--- src/rtl/bp_cfg_link_loader.sv ---
// bp_cfg_link_loader: walks a table of {core, addr, data} config writes and issues
// them over a valid/ready link with credit-based flow control on write acks.
//   clk_i, reset_n_i          : clock, async active-low reset
//   start_i, broadcast_i      : begin a pass (in IDLE/DONE), mode latched with start
//   tbl_core/addr/data_i      : flattened table, entry i in slice i
//   cfg_v/core/addr/data_o    : outgoing write, cfg_ready_i accepts it
//   cfg_ack_i                 : one write acknowledged, returns one credit
//   busy_o, done_o, err_o     : SEND/DRAIN, DONE, sticky error
module bp_cfg_link_loader #(
    parameter int num_core_p       = 1,
    parameter int num_entries_p    = 8,
    parameter int cfg_core_width_p = 8,
    parameter int cfg_addr_width_p = 16,
    parameter int cfg_data_width_p = 32,
    parameter int max_credits_p    = 4
) (
    input  logic                                      clk_i,
    input  logic                                      reset_n_i,
    input  logic                                      start_i,
    input  logic                                      broadcast_i,
    input  logic [num_entries_p*cfg_core_width_p-1:0] tbl_core_i,
    input  logic [num_entries_p*cfg_addr_width_p-1:0] tbl_addr_i,
    input  logic [num_entries_p*cfg_data_width_p-1:0] tbl_data_i,
    output logic                                      cfg_v_o,
    output logic [cfg_core_width_p-1:0]               cfg_core_o,
    output logic [cfg_addr_width_p-1:0]               cfg_addr_o,
    output logic [cfg_data_width_p-1:0]               cfg_data_o,
    input  logic                                      cfg_ready_i,
    input  logic                                      cfg_ack_i,
    output logic                                      busy_o,
    output logic                                      done_o,
    output logic                                      err_o
);
    localparam int ew = (num_entries_p > 1) ? $clog2(num_entries_p) : 1;
    localparam int cw = (num_core_p > 1) ? $clog2(num_core_p) : 1;
    localparam int ow = $clog2(max_credits_p + 1);
    localparam logic [ew-1:0] last_entry_lp = ew'(num_entries_p - 1);
    localparam logic [cw-1:0] last_core_lp  = cw'(num_core_p - 1);
    localparam logic [ow-1:0] max_out_lp    = ow'(max_credits_p);

    typedef enum logic [1:0] {IDLE, SEND, DRAIN, DONE} state_e;

    state_e                      state_q, state_d;
    logic [ew-1:0]               entry_q, entry_d;
    logic [cw-1:0]               core_q, core_d;
    logic [ow-1:0]               out_q, out_d;
    logic                        bcast_q, bcast_d;
    logic                        err_q, err_d;
    logic                        hs;
    logic                        last_wr;
    logic [cfg_core_width_p-1:0] ent_core;

    always_comb begin
        ent_core   = tbl_core_i[int'(entry_q)*cfg_core_width_p +: cfg_core_width_p];
        cfg_addr_o = tbl_addr_i[int'(entry_q)*cfg_addr_width_p +: cfg_addr_width_p];
        cfg_data_o = tbl_data_i[int'(entry_q)*cfg_data_width_p +: cfg_data_width_p];
        cfg_core_o = bcast_q ? cfg_core_width_p'(core_q) : ent_core;
        // Valid depends only on flops, never on ready or ack.
        cfg_v_o    = (state_q == SEND) && (out_q < max_out_lp);
        hs         = cfg_v_o & cfg_ready_i;
        last_wr    = (entry_q == last_entry_lp) && (!bcast_q || core_q == last_core_lp);
        out_d      = (hs && !cfg_ack_i) ? out_q + 1'b1 :
                     (!hs && cfg_ack_i && out_q != '0) ? out_q - 1'b1 : out_q;
        // Stray ack (nothing outstanding) or unicast write to a nonexistent core.
        err_d      = err_q | (cfg_ack_i && !hs && out_q == '0) |
                     (hs && !bcast_q && 32'(ent_core) >= num_core_p);
        state_d    = state_q;
        entry_d    = entry_q;
        core_d     = core_q;
        bcast_d    = bcast_q;
        if ((state_q == IDLE || state_q == DONE) && start_i) begin
            state_d = SEND;
            entry_d = '0;
            core_d  = '0;
            bcast_d = broadcast_i;
        end else if (state_q == SEND && hs) begin
            if (last_wr) begin
                state_d = DRAIN;
            end else if (!bcast_q || core_q == last_core_lp) begin
                entry_d = entry_q + 1'b1;
                core_d  = '0;
            end else begin
                core_d  = core_q + 1'b1;
            end
        end else if (state_q == DRAIN &&
                     (out_q == '0 || (out_q == ow'(1) && cfg_ack_i))) begin
            state_d = DONE;
        end
    end

    always_ff @(posedge clk_i or negedge reset_n_i) begin
        if (!reset_n_i) begin
            state_q <= IDLE;
            entry_q <= '0;
            core_q  <= '0;
            out_q   <= '0;
            bcast_q <= 1'b0;
            err_q   <= 1'b0;
        end else begin
            state_q <= state_d;
            entry_q <= entry_d;
            core_q  <= core_d;
            out_q   <= out_d;
            bcast_q <= bcast_d;
            err_q   <= err_d;
        end
    end

    assign busy_o = (state_q == SEND) || (state_q == DRAIN);
    assign done_o = (state_q == DONE);
    assign err_o  = err_q;
endmodule

--- config.mk ---
export PLATFORM = sky130hd
export DESIGN_NAME = bp_cfg_link_loader
export DESIGN_NICKNAME = d
export VERILOG_FILES = /design/src/rtl/bp_cfg_link_loader.sv
export SDC_FILE = /design/constraint.sdc
export NUM_CORES = 1
export LEC_CHECK = 0
export BUFFER_PORTS_ARGS = -buffer_cell sky130_fd_sc_hd__buf_4
export CAP_MARGIN = 20
export CORE_AREA = 2 2 201 203
export CTS_CLUSTER_SIZE = 10
export DETAILED_ROUTE_END_ITERATION = 7
export DIE_AREA = 0 0 203 205
export SLEW_MARGIN = 20
export SYNTH_ARGS = -nofsm -noshare
export SYNTH_HDL_FRONTEND = slang
export SYNTH_SLANG_ARGS = --single-unit
--- constraint.sdc ---
create_clock -name clk_i -period 3.6 [get_ports clk_i]
set_clock_uncertainty 0.1 [all_clocks]
set_input_delay 0.72 -clock clk_i [delete_from_list [all_inputs] [get_ports clk_i]]
set_output_delay 0.72 -clock clk_i [all_outputs]
set_load 0.1 [all_outputs]
# Word-level counts from Yosys, hierarchy flattened
# Index checks and enable logic that the tools add are counted.
# Widths: inputs -> output; s select.
classes:
  mul: 0
  eq_ne: 7
  reduce_logical: 29
  addsub: 4
  n_div: 0
  bitwise: 4
  order_cmp: 2
  shift: 3
  n_mux: 15
op_table:
  columns: ["cell", "count"]
  rows:
  - ["$shiftx 256x9->32", 1]
  - ["$shiftx 128x8->16", 1]
  - ["$shiftx 64x7->8", 1]
  - ["$mux 3", 6]
  - ["$logic_and 1x1->1", 12]
  - ["$ge 8x1->1 const B", 1]
  - ["$mux 2", 4]
  - ["$mux 8", 1]
  - ["$add 3x1->3 const B", 2]
  - ["$reduce_bool 2->1", 3]
  - ["$reduce_bool 3->1", 2]
  - ["$eq 2x2->1 const B", 2]
  - ["$logic_or 1x1->1", 4]
  - ["$mux 1", 4]
  - ["$reduce_and 2->1", 2]
  - ["$eq 3x1->1 const B", 1]
  - ["$eq 3x3->1 const B", 1]
  - ["$logic_not 1->1", 3]
  - ["$logic_not 3->1", 1]
  - ["$lt 3x3->1 const B", 1]
  - ["$ne 3x3->1 const B", 1]
  - ["$reduce_and 3->1", 1]
  - ["$sub 3x1->3 const B", 1]
  - ["$eq 2x1->1 const B", 1]
  - ["other kinds (6)", 7]
word_totals:
  word_cells: 70
  input_bits: 454
  out_inout_bits: 60
  mem_bits_ro: 0
  latchBits: 0
  mem_count: 0
  register_bits: 11
  ram_bits: 0

# Logic depth before layout (Yosys ltp)
depth:
  word_depth: 8
  depth_mapped: 9
  ltp_nobuf: 7

# Least setup slack after synthesis
# OpenSTA, ideal clock, no wires.
synth_timing:
  kind: "reg2out"
  startpoint: "register entry_q[0]"
  endpoint: "output port cfg_core_o[0]"
  n_path_buf: 2
  required_ns: 2.780
  path_stages_with_launch: 6
  t_arrival_ns: 2.400
  path_slack_ns: 0.380
  path_cell_list: "dfrtp_1 buf_6 buf_12 mux4_2 mux2i_1 o21ai_1"
synth_via:
  elab_chain_cells: 2
synth_rtl:
  columns: ["element", "line_no", "text"]
  rows:
  - ["start, declared", "44", "logic [ew-1:0] entry_q, entry_d;"]
  - ["start signal, assigned", "101", "entry_q <= entry_d;"]
  - ["$shiftx 64x7->8", "54", "ent_core = tbl_core_i[int'(entry_q)*cfg_core_width_p +: cfg_core_width_p];"]
  - ["$mux 8", "57", "cfg_core_o = bcast_q ? cfg_core_width_p'(core_q) : ent_core;"]
  - ["end, declared", "25", "output logic [cfg_core_width_p-1:0] cfg_core_o,"]
# No other way between the ends.

# Final worst setup path
layout_timing:
  startpoint: "register entry_q[0]"
  endpoint: "output port cfg_data_o[15]"
layout_via:
  elab_chain_cells: 1
layout_rtl:
  columns: ["element", "line_no", "text"]
  rows:
  - ["$shiftx 256x9->32", "56", "cfg_data_o = tbl_data_i[int'(entry_q)*cfg_data_width_p +: cfg_data_width_p];"]
  - ["end, declared", "27", "output logic [cfg_data_width_p-1:0] cfg_data_o,"]
# No other way between the ends.

==> run metrics <==
clock insertion delay at the later pin of the skew report roughly 0.24 ns; final total power 0.008110 W; global route overflow 0; number of hold violations in the final report 0; Worst R2R Setup Slack about 1.3 ns; startpoint types flip-flop; Power per Cell Area 941.8 nW/um2; number of global-route vias before repair roughly 5500; Synthesis Warnings 0; top-level port count 514; clk sinks 11; classification of the worst setup path reg2out; number of placed instances with taps included ~1300; fraction of final layout cells with drive strength greater than 1 between 80% and 90%; violation count after the first detailed-route iteration approximately 310; met3 GRT Util under 10%; Layout Nets between 1000 and 1500; wire length of the first global-routing pass about 36000 um; depth of the worst register-to-register path 6; number of distinct standard cells referenced by the synthesized netlist 32; Least-Margin Pin Slew 0.6372 ns; pin count of the biggest net entering global routing between 50 and 60; Die W 203 um; CTS tree built; clock group share of total power 2.5%; worst setup slack after layout 0.5584 ns; worst reg2reg path startpoint entry_q[0]; Worst path most repeated cell sky130_fd_sc_hd__buf_12; routing usage on met1 13.84%; number of H-tree levels 1; post-CTS setup repair buffer count 0; Psw 0.005152 W; Critical Path Sink Type primary output; worst-path cell chain buf_12, buf_12, mux4_2, mux2_2, buf_4; met2 track utilization from global routing 19.68%; final cell count without fillers 1302; DRC 0; half-perimeter wire length after detailed placement 23570 um; floorplan die area ~42000 um2; pins over their slew limit 0; Sequential Area around 290 um2; P&R area growth vs syn 111.3%; data arrival time of the worst path approximately 2.2 ns; Buf/Inv on CP 3; capture point of the worst reg-to-reg path err_o; global routing's busiest layer met2; synthesized area about 4100 um2; Critical Path Source entry_q[0]; Floorplan Core Area a little under 40000 um2; multi-input logic area 3532 um2; cell type contributing the most total cell area after synthesis sky130_fd_sc_hd__mux4_2; clock-pin transition on the worst setup and hold timing paths about 0.040 ns; crit-path max FO 27; count of endpoints failing setup in the final report 0; global-route usage over all layers between 10 and 15%; worst hold margin around 0.22 ns; Place WS 0.7915 ns; Post-Synthesis Cells roughly 280; gp weighted congestion between 0.8 and 0.9; most frequent standard cell in the layout excluding fill and tap cells sky130_fd_sc_hd__buf_4; unrepaired setup endpoints after global routing no; Worst path top cell family by delay multiplexers; worst IR drop on VDD just over 700 uV; status complete, no violations; max frequency ~0.33 GHz; Post-CTS Hold Fix Bufs 0; clock period minus final worst setup slack 3.042 ns; share of the yosys chip area belonging to registers about 6.8%; syn_area_per_cell about 15 um2; period utilization 84.49%; leading post-synthesis cells by cell area sky130_fd_sc_hd__mux4_2 62%, sky130_fd_sc_hd__mux2_2 14%, sky130_fd_sc_hd__dfrtp_1 6.8%; maximum capacitance violations 0; number of search-and-repair iterations in the first detailed-routing pass 4; total wire length ~26000 um; Worst path slowest cell sky130_fd_sc_hd__mux4_2; share of total power in combinational logic 92.7%; CP Depth 5; top cell type's share of synthesized area 61.90%; number of standard-cell rows in the floorplan between 70 and 80; TritonCTS Buffers 3; die outline height roughly 200 um; CTS root buffer sky130_fd_sc_hd__clkbuf_16; antenna violations before repair 12; internal power approximately 0.0030 W; Total Negative Setup Slacks 0 ns; worst relative slew slack around 58%; count of input and output buffers slightly above 500; P_leak between 3 and 4 nW; total of fill cells in the finished design 4245; number of vias per cell after detailed routing a little under 4; Hold/Removal Path Class in2async; post-CTS sizing 0; portion of total power attributed to sequential cells 4.8%; flip-flop and latch count after synthesis 11; number of buffers between clock root and the deepest sink 2; slowest cell delay on critical path ~0.54 ns; most frequent cells in the layout 519 x sky130_fd_sc_hd__buf_4, 112 x sky130_fd_sc_hd__mux4_2, 49 x sky130_fd_sc_hd__mux2_2; data required time at the worst endpoint 2.78 ns; Starting Density between 10 and 15%; via count of the routed design slightly above 5000; net switching fraction of the power approximately 64%; Antenna Violating Nets Remaining 0; net count after synthesis around 740; drt wl/cell about 20 um
logic make-up (layout without fill, tap and decap cells):
family,count (synthesis),in the layout,synth area share (%)
flops,11,11,6.755
xor+xnor,2,2,0.4299
other cells,0,7,0
mux,171,171,77.89
simple gates,29,29,3.592
compound gates,13,13,1.996
fa+ha+maj,9,9,2.763
buf+inv,41,535,6.570
state kept, by name, summed over array words and instances, names as in the netlist:
register,count
entry_q,3
core_q,1
state_q,2
err_o,1
out_q,3
bcast_q,1
through the flow:
step | util [%] | cell area [um2]
2_1_floorplan | - | 4075
3_3_place_gp | 21.63 | 8514
3_5_place_dp | 21.63 | 8514
4_1_cts | 21.83 | 8593
5_1_grt | 21.87 | 8608
6_report | 21.87 | 8611
per-layer routing:
| metal | wire (um) | part of all wire [%] |
|---|---|---|
| met5 | 42 | 0.16 |
| met4 | 191 | 0.73 |
| met3 | 2803 | 11 |
| met2 | 13420 | 51 |
| met1 | 9790 | 37 |
worst register-to-register path, cell delays in order (launching register included):
cell                      delay [ns]
sky130_fd_sc_hd__dfrtp_4        0.44
sky130_fd_sc_hd__buf_12         0.32
sky130_fd_sc_hd__mux4_2         0.62
sky130_fd_sc_hd__mux2i_1        0.20
sky130_fd_sc_hd__nand4_1        0.18
sky130_fd_sc_hd__nor2_1         0.19
sky130_fd_sc_hd__o31ai_1        0.09
worst max path at each step:
stage,end
after floorplan,cfg_core_o[0]
after global placement,cfg_data_o[9]
after detailed placement,cfg_data_o[9]
after CTS,cfg_data_o[9]
after global routing,cfg_addr_o[10]
final,cfg_data_o[15]
synthesized netlist by cell type, drive strengths merged:
master	n
ha	9
a221o	1
nor2	10
a21oi	4
nor4	1
nand4	2
and3	3
mux4	112
nand2	4
inv	6
nand2b	1
and2	1
clkbuf	15
nand3b	1
nor4b	1
nor2b	2
mux2	49
mux2i	10
xnor2	2
buf	20
dfrtp	11
o31a	1
o21bai	1
o31ai	1
o21ai	3
nor3	1
a31oi	2
nand3	2
power groups by stage:
| stage | sequential [W] | combinational [W] | clock [W] |
|---|---|---|---|
| detailed placement | 0.000398 | 0.00756 | 0 |
| global route | 0.000410 | 0.00782 | 0.000216 |
| CTS | 0.000396 | 0.00758 | 0.000209 |
| finish | 0.000389 | 0.00752 | 0.000204 |
| floorplan | 0.000207 | 0.00622 | 0 |
| global placement | 0.000393 | 0.00753 | 0 |
area by class of cell:
type                    count  share of cell area (%)
clock buffers               4                  0.9154
flip-flops and latches     11                   3.328
well taps                 525                   7.629
diodes                      7                  0.2034
repair buffers            525                   46.64
inverters                   6                  0.2616
multi-input cells         224                   41.02
Note: power is estimated with default switching activity, not from simulation.
